--- config.mk ---
export PLATFORM = sky130hd
export DESIGN_NAME = store_write_buffer_flat
export DESIGN_NICKNAME = d
export VERILOG_FILES = /design/src/rtl/store_write_buffer_pkg.sv /design/src/rtl/store_write_buffer_if.sv /design/src/rtl/store_fifo.sv /design/src/rtl/store_write_buffer.sv /design/src/flat_wrapper.sv
export SDC_FILE = /design/constraint.sdc
export NUM_CORES = 1
export LEC_CHECK = 0
export ABC_CLOCK_PERIOD_IN_PS = 3470
export BUFFER_PORTS_ARGS = -buffer_cell sky130_fd_sc_hd__buf_2
export CORE_MARGIN = 1
export CORE_UTILIZATION = 40
export CTS_BUF_LIST = sky130_fd_sc_hd__clkbuf_4 sky130_fd_sc_hd__clkbuf_8 sky130_fd_sc_hd__clkbuf_16
export DETAILED_ROUTE_END_ITERATION = 6
export GPL_TIMING_DRIVEN = 1
export SLEW_MARGIN = 5
export SYNTH_ARGS = -nofsm -noshare
export SYNTH_HDL_FRONTEND = slang
export SYNTH_SLANG_ARGS = --single-unit
--- constraint.sdc ---
create_clock -name iCLK -period 3.47 [get_ports iCLK]
set_input_delay 0.347 -clock iCLK [delete_from_list [all_inputs] [get_ports iCLK]]
set_output_delay 0.347 -clock iCLK [all_outputs]
set_load 0.01 [all_outputs]
--- src/rtl/store_write_buffer_pkg.sv ---
// ---------------------------------------------------------------------------
// store_write_buffer_pkg
// Shared definitions for the store write buffer: bus FSM state encoding,
// lane/data widths and the word-offset bit range of a byte address.
// ---------------------------------------------------------------------------
package store_write_buffer_pkg;

  typedef enum logic [0:0] {
    BUS_IDLE  = 1'b0,
    BUS_WRITE = 1'b1
  } bus_state_e;

  localparam int BE_W        = 4;
  localparam int DATA_W      = 32;
  localparam int WORD_OFF_HI = 1;
  localparam int WORD_OFF_LO = 0;
  localparam int WORD_OFF_W  = WORD_OFF_HI - WORD_OFF_LO + 1;

  // True when at least one byte lane is enabled.
  function automatic logic be_any(input logic [BE_W-1:0] be);
    return |be;
  endfunction

endpackage

--- src/rtl/store_write_buffer_if.sv ---
// ---------------------------------------------------------------------------
// store_write_buffer_if
// Avalon-MM style write channel between the store buffer and data memory.
//   oBusAddress     : word-aligned write address
//   oBusWriteData   : write data
//   oBusByteEnable  : lane enables
//   oBusWrite       : write request
//   iBusWaitRequest : slave not ready, request must be held
// master = store buffer side, slave = memory side.
// ---------------------------------------------------------------------------
interface store_write_buffer_if
  import store_write_buffer_pkg::*;
#(
  parameter int AW = 32
);
  logic [AW-1:0]     oBusAddress;
  logic [DATA_W-1:0] oBusWriteData;
  logic [BE_W-1:0]   oBusByteEnable;
  logic              oBusWrite;
  logic              iBusWaitRequest;

  modport master (
    output oBusAddress, oBusWriteData, oBusByteEnable, oBusWrite,
    input  iBusWaitRequest
  );

  modport slave (
    input  oBusAddress, oBusWriteData, oBusByteEnable, oBusWrite,
    output iBusWaitRequest
  );
endinterface

--- src/rtl/store_fifo.sv ---
// ---------------------------------------------------------------------------
// store_fifo
// Generic DEPTH x W register FIFO. Besides head/next it exposes every slot
// and a per-slot valid vector so the owner can search pending entries.
//   i_clk, i_rst_n : clock, async active-low reset
//   i_push/i_data  : enqueue (ignored when full)
//   i_pop          : dequeue head (ignored when empty)
//   o_head/o_next  : entry at read pointer and the one after it
//   o_entries      : raw slot contents, o_valid marks occupied slots
//   o_count, o_full, o_empty : occupancy
// ---------------------------------------------------------------------------
module store_fifo #(
  parameter  int DEPTH = 4,
  parameter  int W     = 66,
  localparam int PTR_W = $clog2(DEPTH),
  localparam int CNT_W = PTR_W + 1
) (
  input  logic                      i_clk,
  input  logic                      i_rst_n,
  input  logic                      i_push,
  input  logic [W-1:0]              i_data,
  input  logic                      i_pop,
  output logic [W-1:0]              o_head,
  output logic [W-1:0]              o_next,
  output logic [DEPTH-1:0][W-1:0]   o_entries,
  output logic [DEPTH-1:0]          o_valid,
  output logic [CNT_W-1:0]          o_count,
  output logic                      o_full,
  output logic                      o_empty
);
  logic [W-1:0]     r_mem [DEPTH];
  logic [PTR_W-1:0] r_wr_ptr;
  logic [PTR_W-1:0] r_rd_ptr;
  logic [CNT_W-1:0] r_count;
  logic             w_push;
  logic             w_pop;
  logic [PTR_W-1:0] w_next_ptr;

  assign o_full     = (r_count == CNT_W'(DEPTH));
  assign o_empty    = (r_count == {CNT_W{1'b0}});
  assign w_push     = i_push & ~o_full;
  assign w_pop      = i_pop & ~o_empty;
  assign w_next_ptr = r_rd_ptr + PTR_W'(1);
  assign o_head     = r_mem[r_rd_ptr];
  assign o_next     = r_mem[w_next_ptr];
  assign o_count    = r_count;

  // A slot is occupied when its distance from the read pointer is below count.
  for (genvar g = 0; g < DEPTH; g++) begin : g_entry
    logic [PTR_W-1:0] w_off;
    assign w_off        = PTR_W'(g) - r_rd_ptr;
    assign o_valid[g]   = ({1'b0, w_off} < r_count);
    assign o_entries[g] = r_mem[g];
  end

  // Pointer and occupancy update; pointers wrap naturally at DEPTH.
  always_ff @(posedge i_clk or negedge i_rst_n) begin
    if (!i_rst_n) begin
      r_wr_ptr <= {PTR_W{1'b0}};
      r_rd_ptr <= {PTR_W{1'b0}};
      r_count  <= {CNT_W{1'b0}};
    end else begin
      if (w_push) r_wr_ptr <= r_wr_ptr + PTR_W'(1);
      if (w_pop)  r_rd_ptr <= w_next_ptr;
      case ({w_push, w_pop})
        2'b10:   r_count <= r_count + CNT_W'(1);
        2'b01:   r_count <= r_count - CNT_W'(1);
        default: r_count <= r_count;
      endcase
    end
  end

  // Entry storage.
  always_ff @(posedge i_clk or negedge i_rst_n) begin
    if (!i_rst_n) begin
      for (int i = 0; i < DEPTH; i++) r_mem[i] <= {W{1'b0}};
    end else if (w_push) begin
      r_mem[r_wr_ptr] <= i_data;
    end
  end
endmodule

--- src/rtl/store_write_buffer.sv ---
// ---------------------------------------------------------------------------
// store_write_buffer
// Queues committed stores and drains them in order to data memory over an
// Avalon-MM style write channel; flags loads that hit a pending store word.
//   iCLK, iRSTn        : clock, async active-low reset
//   iWrReq, iAddress, iData, iByteEnable, iException : store from formatter
//   oFull / oEmpty     : stall / fence status
//   oStoreFault        : one-cycle pulse when a misaligned store is dropped
//   iLoadAddr, oLoadHazard : word-granular load-vs-pending-store check
//   bus                : write channel (master side)
// ---------------------------------------------------------------------------
module store_write_buffer
  import store_write_buffer_pkg::*;
#(
  parameter int DEPTH = 4,
  parameter int AW    = 32
) (
  input  logic              iCLK,
  input  logic              iRSTn,
  input  logic              iWrReq,
  input  logic [AW-1:0]     iAddress,
  input  logic [DATA_W-1:0] iData,
  input  logic [BE_W-1:0]   iByteEnable,
  input  logic              iException,
  output logic              oFull,
  output logic              oEmpty,
  output logic              oStoreFault,
  input  logic [AW-1:0]     iLoadAddr,
  output logic              oLoadHazard,
  store_write_buffer_if.master bus
);
  localparam int WA_W  = AW - WORD_OFF_W;
  localparam int ENT_W = WA_W + DATA_W + BE_W;
  localparam int CNT_W = $clog2(DEPTH) + 1;

  logic [ENT_W-1:0]             w_in_entry;
  logic [ENT_W-1:0]             w_head;
  logic [ENT_W-1:0]             w_next;
  logic [ENT_W-1:0]             w_load_entry;
  logic [DEPTH-1:0][ENT_W-1:0]  w_entries;
  logic [DEPTH-1:0]             w_valid;
  logic [CNT_W-1:0]             w_count;
  logic                         w_fifo_full;
  logic                         w_fifo_empty;
  logic                         w_push;
  logic                         w_pop;
  logic                         w_load;
  logic                         w_hazard;
  logic                         w_unused_ok;
  bus_state_e                   r_state;
  bus_state_e                   w_next_state;
  logic [AW-1:0]                r_bus_addr;
  logic [DATA_W-1:0]            r_bus_data;
  logic [BE_W-1:0]              r_bus_be;
  logic                         r_store_fault;

  // Byte offsets are irrelevant: both buffer and hazard check work on words.
  assign w_unused_ok = ^{iAddress[WORD_OFF_HI:WORD_OFF_LO], iLoadAddr[WORD_OFF_HI:WORD_OFF_LO]};

  assign w_in_entry = {iAddress[AW-1:WORD_OFF_HI+1], iData, iByteEnable};
  assign w_push     = iWrReq & ~w_fifo_full & ~iException & be_any(iByteEnable);

  store_fifo #(
    .DEPTH (DEPTH),
    .W     (ENT_W)
  ) u_fifo (
    .i_clk     (iCLK),
    .i_rst_n   (iRSTn),
    .i_push    (w_push),
    .i_data    (w_in_entry),
    .i_pop     (w_pop),
    .o_head    (w_head),
    .o_next    (w_next),
    .o_entries (w_entries),
    .o_valid   (w_valid),
    .o_count   (w_count),
    .o_full    (w_fifo_full),
    .o_empty   (w_fifo_empty)
  );

  // Bus FSM next state; on completion the successor is either the next FIFO
  // slot or, if the FIFO held only the in-flight entry, the store arriving now.
  always_comb begin
    w_next_state = r_state;
    w_pop        = 1'b0;
    w_load       = 1'b0;
    w_load_entry = w_head;
    case (r_state)
      BUS_IDLE: begin
        if (!w_fifo_empty) begin
          w_load       = 1'b1;
          w_load_entry = w_head;
          w_next_state = BUS_WRITE;
        end else begin
          w_next_state = BUS_IDLE;
        end
      end
      BUS_WRITE: begin
        if (!bus.iBusWaitRequest) begin
          w_pop = 1'b1;
          if (w_count > CNT_W'(1)) begin
            w_load       = 1'b1;
            w_load_entry = w_next;
            w_next_state = BUS_WRITE;
          end else if (w_push) begin
            w_load       = 1'b1;
            w_load_entry = w_in_entry;
            w_next_state = BUS_WRITE;
          end else begin
            w_next_state = BUS_IDLE;
          end
        end else begin
          w_next_state = BUS_WRITE;
        end
      end
      default: begin
        w_next_state = BUS_IDLE;
      end
    endcase
  end

  // FSM state register.
  always_ff @(posedge iCLK or negedge iRSTn) begin
    if (!iRSTn) r_state <= BUS_IDLE;
    else        r_state <= w_next_state;
  end

  // Bus payload registers; held stable between loads so wait states see no change.
  always_ff @(posedge iCLK or negedge iRSTn) begin
    if (!iRSTn) begin
      r_bus_addr <= {AW{1'b0}};
      r_bus_data <= {DATA_W{1'b0}};
      r_bus_be   <= {BE_W{1'b0}};
    end else if (w_load) begin
      r_bus_addr <= {w_load_entry[ENT_W-1 -: WA_W], {WORD_OFF_W{1'b0}}};
      r_bus_data <= w_load_entry[BE_W +: DATA_W];
      r_bus_be   <= w_load_entry[BE_W-1:0];
    end
  end

  // Misaligned-store pulse; independent of buffer occupancy.
  always_ff @(posedge iCLK or negedge iRSTn) begin
    if (!iRSTn) r_store_fault <= 1'b0;
    else        r_store_fault <= iWrReq & iException;
  end

  // Word-granular hazard search over every occupied slot, in-flight included.
  always_comb begin
    w_hazard = 1'b0;
    for (int i = 0; i < DEPTH; i++) begin
      if (w_valid[i] && (w_entries[i][ENT_W-1 -: WA_W] == iLoadAddr[AW-1:WORD_OFF_HI+1])) begin
        w_hazard = 1'b1;
      end else begin
        w_hazard = w_hazard;
      end
    end
  end

  assign oFull              = w_fifo_full;
  assign oEmpty             = w_fifo_empty & (r_state == BUS_IDLE);
  assign oStoreFault        = r_store_fault;
  assign oLoadHazard        = w_hazard;
  assign bus.oBusWrite      = (r_state == BUS_WRITE);
  assign bus.oBusAddress    = r_bus_addr;
  assign bus.oBusWriteData  = r_bus_data;
  assign bus.oBusByteEnable = r_bus_be;
endmodule

--- src/flat_wrapper.sv ---
// flat-port wrapper written by rule: the top's interface ports become plain ports
module store_write_buffer_flat import store_write_buffer_pkg::*;
#(
  parameter int DEPTH = 4,
  parameter int AW    = 32
)
  (iCLK, iRSTn, iWrReq, iAddress, iData, iByteEnable, iException, oFull, oEmpty, oStoreFault, iLoadAddr, oLoadHazard, bus_oBusAddress, bus_oBusWriteData, bus_oBusByteEnable, bus_oBusWrite, bus_iBusWaitRequest);
  store_write_buffer_if #(.AW(AW)) bus_i ();
  input  logic iCLK;
  input  logic iRSTn;
  input  logic iWrReq;
  input  logic [AW-1:0] iAddress;
  input  logic [DATA_W-1:0] iData;
  input  logic [BE_W-1:0] iByteEnable;
  input  logic iException;
  output logic oFull;
  output logic oEmpty;
  output logic oStoreFault;
  input  logic [AW-1:0] iLoadAddr;
  output logic oLoadHazard;
  output wire logic [$bits(bus_i.oBusAddress)-1:0] bus_oBusAddress;
  output wire logic [$bits(bus_i.oBusWriteData)-1:0] bus_oBusWriteData;
  output wire logic [$bits(bus_i.oBusByteEnable)-1:0] bus_oBusByteEnable;
  output wire logic [$bits(bus_i.oBusWrite)-1:0] bus_oBusWrite;
  input wire logic [$bits(bus_i.iBusWaitRequest)-1:0] bus_iBusWaitRequest;
  assign bus_oBusAddress = bus_i.oBusAddress;
  assign bus_oBusWriteData = bus_i.oBusWriteData;
  assign bus_oBusByteEnable = bus_i.oBusByteEnable;
  assign bus_oBusWrite = bus_i.oBusWrite;
  assign bus_i.iBusWaitRequest = bus_iBusWaitRequest;
  store_write_buffer #(.DEPTH(DEPTH), .AW(AW)) u_core (.iCLK(iCLK), .iRSTn(iRSTn), .iWrReq(iWrReq), .iAddress(iAddress), .iData(iData), .iByteEnable(iByteEnable), .iException(iException), .oFull(oFull), .oEmpty(oEmpty), .oStoreFault(oStoreFault), .iLoadAddr(iLoadAddr), .oLoadHazard(oLoadHazard), .bus(bus_i));
endmodule
# [Yosys cells after proc, flatten, opt, wreduce, memory -nomap -nowiden]
# Cells that the tools add are included.
[op_classes] add_sub_neg=8 magnitude_cmp=9 n_eq_ne=7 n_mux=27 n_bitwise=14 reduce_logical=8
[ops] op="66-bit 2-to-1 mux" count=8
[ops] op="66-bit binary-select mux with 2-bit select" count=2
[ops] op="264-bit bitwise mux" count=1
[ops] op="66-bit demux with 2-bit select" count=1
[ops] op="66-bit one-hot mux with 2 select lines" count=1
[ops] op="30-bit equality test" count=4
[ops] op="2-bit by 3-bit < comparator with 1-bit output" count=4
[ops] op="1-bit 2-to-1 mux" count=11
[ops] op="3-bit >= comparator (second input constant)" count=3
[ops] op="2-bit NOT with 3-bit output" count=3
[ops] op="1-bit AND" count=7
[ops] op="3-bit one-hot mux with 2 select lines" count=1
[ops] op="1-bit logical AND" count=5
[ops] op="2-bit by 1-bit adder with 2-bit output (second input constant)" count=2
[ops] op="1-bit NOT" count=4
[ops] op="1-bit one-hot mux with 2 select lines" count=2
[ops] op="4-bit OR reduction" count=1
[ops] op="1-bit by 2-bit subtractor with 2-bit output (first input constant)" count=2
[ops] op="2-bit subtractor (first input constant)" count=2
[ops] op="3-bit by 1-bit adder with 3-bit output (second input constant)" count=1
[ops] op="3-bit equality test (second input constant)" count=1
[ops] op="3-bit by 1-bit greater-than comparator with 1-bit output (second input constant)" count=1
[ops] op="3-bit logical NOT" count=1
[ops] op="3-bit by 1-bit < comparator with 1-bit output (second input constant)" count=1
[ops] op="4 further kinds" count=4
[word_totals] regBits=339 output_inout_bits=73 word_cells=85

# [Longest topological paths before layout]
[depth] depth_word=9 depth_mapped=10 ltp_nobuf=9

# [By module]
# From an unflattened synthesis, not the netlist that was laid out.
[hier_totals] hier_cells=1326 hier_area_um2=18494.0
[by_module_without_submodules] module="store_fifo" n_inst=1 cells_per_inst=776 area_per_inst_um2=13516.7
[by_module_without_submodules] module="store_write_buffer" n_inst=1 cells_per_inst=550 area_per_inst_um2=4977.3

# [Least setup slack after synthesis]
# No wires, ideal clock.
[synth_timing] path_kind="flip-flop to output port" from="reg u_core.u_fifo.r_rd_ptr[1]" to="out oLoadHazard" arrival_time_ns=2.546 setup_slack_ns=0.577 path_stages_with_launch=11 path_cell_list="dfrtp_1 buf_2 buf_1 clkbuf_1 xor2_1 inv_1 ha_1 a2111o_1 a2111oi_0 nand4_1 nand4_1"
[synth_between] elab_chain_len=7 elab_cells_between_ends=16 classes_between="4 x add/sub; 4 x order compare; 4 x mux; 4 x reduce/logical"
[synth_lines] item="from (decl)" line="store_fifo.sv:33" text="logic [PTR_W-1:0] r_rd_ptr;"
[synth_lines] item="from (signal assigned)" line="store_fifo.sv:60" text="r_rd_ptr <= {PTR_W{1'b0}};"
[synth_lines] item="from (signal assigned)" line="store_fifo.sv:64" text="if (w_pop) r_rd_ptr <= w_next_ptr;"
[synth_lines] item="1-bit by 2-bit subtractor with 2-bit output" line="store_fifo.sv:51" text="assign w_off = PTR_W'(g) - r_rd_ptr;"
[synth_lines] item="2-bit by 3-bit < comparator with 1-bit output" line="store_fifo.sv:52" text="assign o_valid[g] = ({1'b0, w_off} < r_count);"
[synth_lines] item="1-bit logical AND" line="store_write_buffer.sv:151" text="if (w_valid[i] && (w_entries[i][ENT_W-1 -: WA_W] == iLoadAddr[AW-1:WORD_OFF_HI+1])) begin"
[synth_lines] item="1-bit 2-to-1 mux (3 in series)" line="store_write_buffer.sv:151"
[synth_lines] item="1-bit 2-to-1 mux (*)" line="store_write_buffer.sv:151"
[synth_lines] item="to (decl)" line="flat_wrapper.sv:20" text="output logic oLoadHazard;"
# Every way passes the cells marked *; elsewhere a longest branch is shown, timed or not.

# [Worst setup path after layout]
# Ends and elaborated chain as after synthesis.

==> impl_metrics.py <==
metrics = {
    "cells_and_area": {
        "fillerInstances": 4116,
        "finalNonFillerCells": 2115,
        "layout.cells.most_common_list": "dfrtp_1 (337), mux2_2 (262), buf_2 (170), mux4_2 (132), xnor2_1 (68)",
        "final_common_cell": "dfrtp_1",
        "syn_to_final_growth_pct": 15.1,
        "nNetsFinal": 1596,
        "final_layout_size_suffix_gt1_frac": 0.477,
    },
    "clock_tree": {
        "tritoncts.num_buffers": 40,
        "insertion_delay_ns": 0.57,
        "cts.root.buffer_cell": "clkbuf_16",
        "post_cts_hold_buffer_count": 3,
        "cts_post_setup_buffers_inserted": 0,
        "cts.clk_slew.worst_paths_ns": 0.06,
        "cts-root-to-sink-buffers": 3,
        "clock_sinks": 339,
        "cts_repair_resize_count": 0,
        "cts_tree": "built",
        "htree_levels": 2,
    },
    "sta": {
        "rsz0062_at_grt": "false",
        "layout_worst_path_cycle_share": 0.946,
        "worst_hold_slack_across_all_endpoints_ns": 0.0721,
        "max_freq_mhz": 305,
        "post-route-min-period_ns": 3.28,
        "final.setup.tns_ns": 0,
        "maxSlewHeadroom": 0.302,
        "timing.final.setup_violations": 0,
        "hold_viol": 0,
        "timing.clock.skew_ns": 0.0355,
        "slew_violations": 0,
        "timing_worst_slew_pin_value_ns": 1.05,
    },
    "placement": {
        "globalplace.congestion": 0.881,
        "count_of_buffers_inserted_at_the_top_level_ports": 171,
        "placed_wire_length_estimate_after_detailed_placement_mm": 33.0,
        "dpl.cell_count": 2033,
    },
    "logic_synthesis": {
        "synth_sequential_area_ratio": 0.454,
        "synth.avg_cell_area_sq_um": 13.9,
        "post_synth_top_area_cell": "dfrtp_1",
        "netlist-cell-type-count": 40,
        "synth-main-ff-cell": "dfrtp_1",
        "syn_area_sq_um": 18700,
        "syn_inst": 1343,
        "synth-edff-count": 0,
        "yosys_warnings": 0,
        "synth_top_area_frac": 0.454,
        "synthTopCellsByArea": "dfrtp_1 (45%), mux4_2 (16%), mux2_2 (16%), xnor2_1 (3.2%), a2bb2oi_1 (3.1%)",
        "async_flop_share": 1.00,
        "ys_ff_latch": 339,
    },
    "critical_path": {
        "worstPathCellList": "xor2_1 -> inv_1 -> ha_1 -> a2111o_1 -> a2111oi_0 -> nand4_1 -> nand4_1 -> buf_2",
        "cp_top_family": "compound AO/OA/AOI/OAI gates",
        "crit_required_ns": 3.12,
        "cpPeakStageDelay_ns": 0.52,
        "critPathMaxFanout": 4,
        "cp_common_cell": "nand4_1",
        "end_kind": "output port",
        "worst-endpoint-arrival_ns": 2.94,
        "crit_start": "u_core.u_fifo.r_rd_ptr[1]$_DFFE_PN0P_",
        "path_buf_inv": 2,
        "cpMaxStageDelayCell": "a2111oi_0",
        "rr_startpoint": "u_core.u_fifo.r_rd_ptr[1]$_DFFE_PN0P_",
        "crit_path_start_kind": "flop",
        "path_class": "flop to output port",
    },
    "global_routing": {
        "grt.overflow.total": 0,
        "grt_use_total": 0.229,
        "grt_max_degree": 92,
        "first_global_vias": 13124,
        "antenna_found_initial": 13,
        "first_pass_grt_wire_length_mm": 82.1,
    },
    "worst_hold_path": {
        "min_path_type": "input pin to flop",
        "timing.hold.worst.start": "iAddress[20]",
    },
    "drt": {
        "post-route-drc-count": 0,
        "detail_route.iter0.violations": 945,
        "route.final.wire_length_mm": 53.7,
        "post_drt_wl_per_cell_um": 25.4,
        "dr.pass1.iters": 5,
        "num_vias": 12583,
        "post_drt_via_cell_ratio": 5.95,
        "antenna_violating_nets_remaining": 0,
    },
    "floorplan": {
        "ioPinCount": 178,
        "die_w_um": 218,
        "die_y_um": 218,
        "die_area_sq_um": 47600,
        "start_util": 0.408,
        "placementRows": 78,
        "standard_cell_core_area_sq_um": 45800,
    },
    "power": {
        "peakVddDrop_mv": 0.555,
        "total_switching_power_mw": 8.08,
        "cellLeakagePower_nw": 9.07,
        "p_clk_frac": 0.192,
        "cell_internal_pwr_mw": 14.5,
        "power.density_nw_per_um2": 1050,
        "sw_frac_of_total": 0.358,
        "seq_power_share": 0.341,
        "combinational_share_of_power": 0.467,
    },
    "flow_run": {
        "maxCapViolCount": 0,
    },
    "outcome": {
        "status": "completed",
    },
}
## per-layer routing
layer,up-vias,wire length [um],share of wire,track usage
met5,-,43,0.00080,0
met1,6675,22600,0.42,0.304
met3,96,3510,0.065,0.0451
met4,6,1560,0.029,0.0841
met2,398,26100,0.49,0.373
li1,5408,-,-,-
## flip-flops by register name, indices dropped and copies added, names as in the netlist
name                       flops
u_core.oStoreFault             1
u_core.bus.oBusByteEnable      4
u_core.u_fifo.o_count          3
u_core.u_fifo.r_wr_ptr         2
u_core.bus.oBusWrite           1
u_core.bus.oBusAddress        30
u_core.u_fifo.r_rd_ptr         2
u_core.bus.oBusWriteData      32
u_core.u_fifo.o_entries      264
## synth_stat cells, types with 13 or more instances
| cell | count |
|---|---|
| nand4_1 | 21 |
| xor2_1 | 59 |
| xnor2_1 | 68 |
| nand2_1 | 14 |
| o21ai_0 | 63 |
| a22oi_1 | 62 |
| or2_0 | 24 |
| mux2_2 | 262 |
| buf_2 | 41 |
| buf_6 | 16 |
| clkbuf_1 | 47 |
| or2_2 | 39 |
| dfrtp_1 | 339 |
| a2bb2oi_1 | 66 |
| ha_1 | 13 |
| mux4_2 | 132 |
## through the flow
step                       util  power, mW  worst slack [ns]  area [sq um]
final                     0.470       22.6             0.186         21500
after global routing      0.470       23.9            0.0570         21500
after CTS                 0.469       22.7             0.188         21500
after detailed placement  0.439       18.3             0.574         20100
after global placement    0.439       18.0             0.598         20100
after floorplan               -       15.2             0.577         18700
## path summary, 6_finish.rpt
check / slack [ns] / cells after the start / end
worst min register to register: 0.52 / 1 / u_core.u_fifo.o_entries[198]$_DFFE_PN0P_
min in group asynchronous: 0.41 / 2 / u_core.bus.oBusAddress[13]$_DFFE_PN0P_
max in group asynchronous: 2.10 / 3 / u_core.u_fifo.r_rd_ptr[0]$_DFFE_PN0P_
worst max-delay path: 0.19 / 8 / oLoadHazard
worst max register to register: 0.51 / 6 / u_core.bus.oBusAddress[30]$_DFFE_PN0P_
worst min-delay path: 0.07 / 2 / u_core.u_fifo.o_entries[252]$_DFFE_PN0P_
## power groups by stage
stage	Clock (mW)	Combinational (mW)	Sequential (mW)
after floorplan	0	7.88	7.36
after global placement	0	10.4	7.59
after detailed placement	0	10.6	7.70
after CTS	4.45	10.6	7.65
after global routing	4.60	11.4	7.96
final	4.34	10.5	7.70
## cell type report
class                      count  area, sq um  share of cell area
antenna                        9         22.5             0.00105
clock buffer                  61         1260              0.0584
clock inverter                 9          109             0.00506
inverter                      10         37.5             0.00175
multi-input combinational    883         9600               0.446
sequential                   339         8490               0.395
tap                          600          751              0.0349
timing repair buffer         204         1250              0.0579
## kinds of logic after synthesis
family | after synthesis | share of synthesized area
compound gates | 215 | 0.0822
fa+ha+maj | 13 | 0.00871
buf+inv | 122 | 0.0351
xor+xnor | 127 | 0.0595
mux | 395 | 0.318
other cells | 1 | 0.000201
simple gates | 131 | 0.0427
flops | 339 | 0.454
No activity file was read; power rests on OpenSTA's default activity.
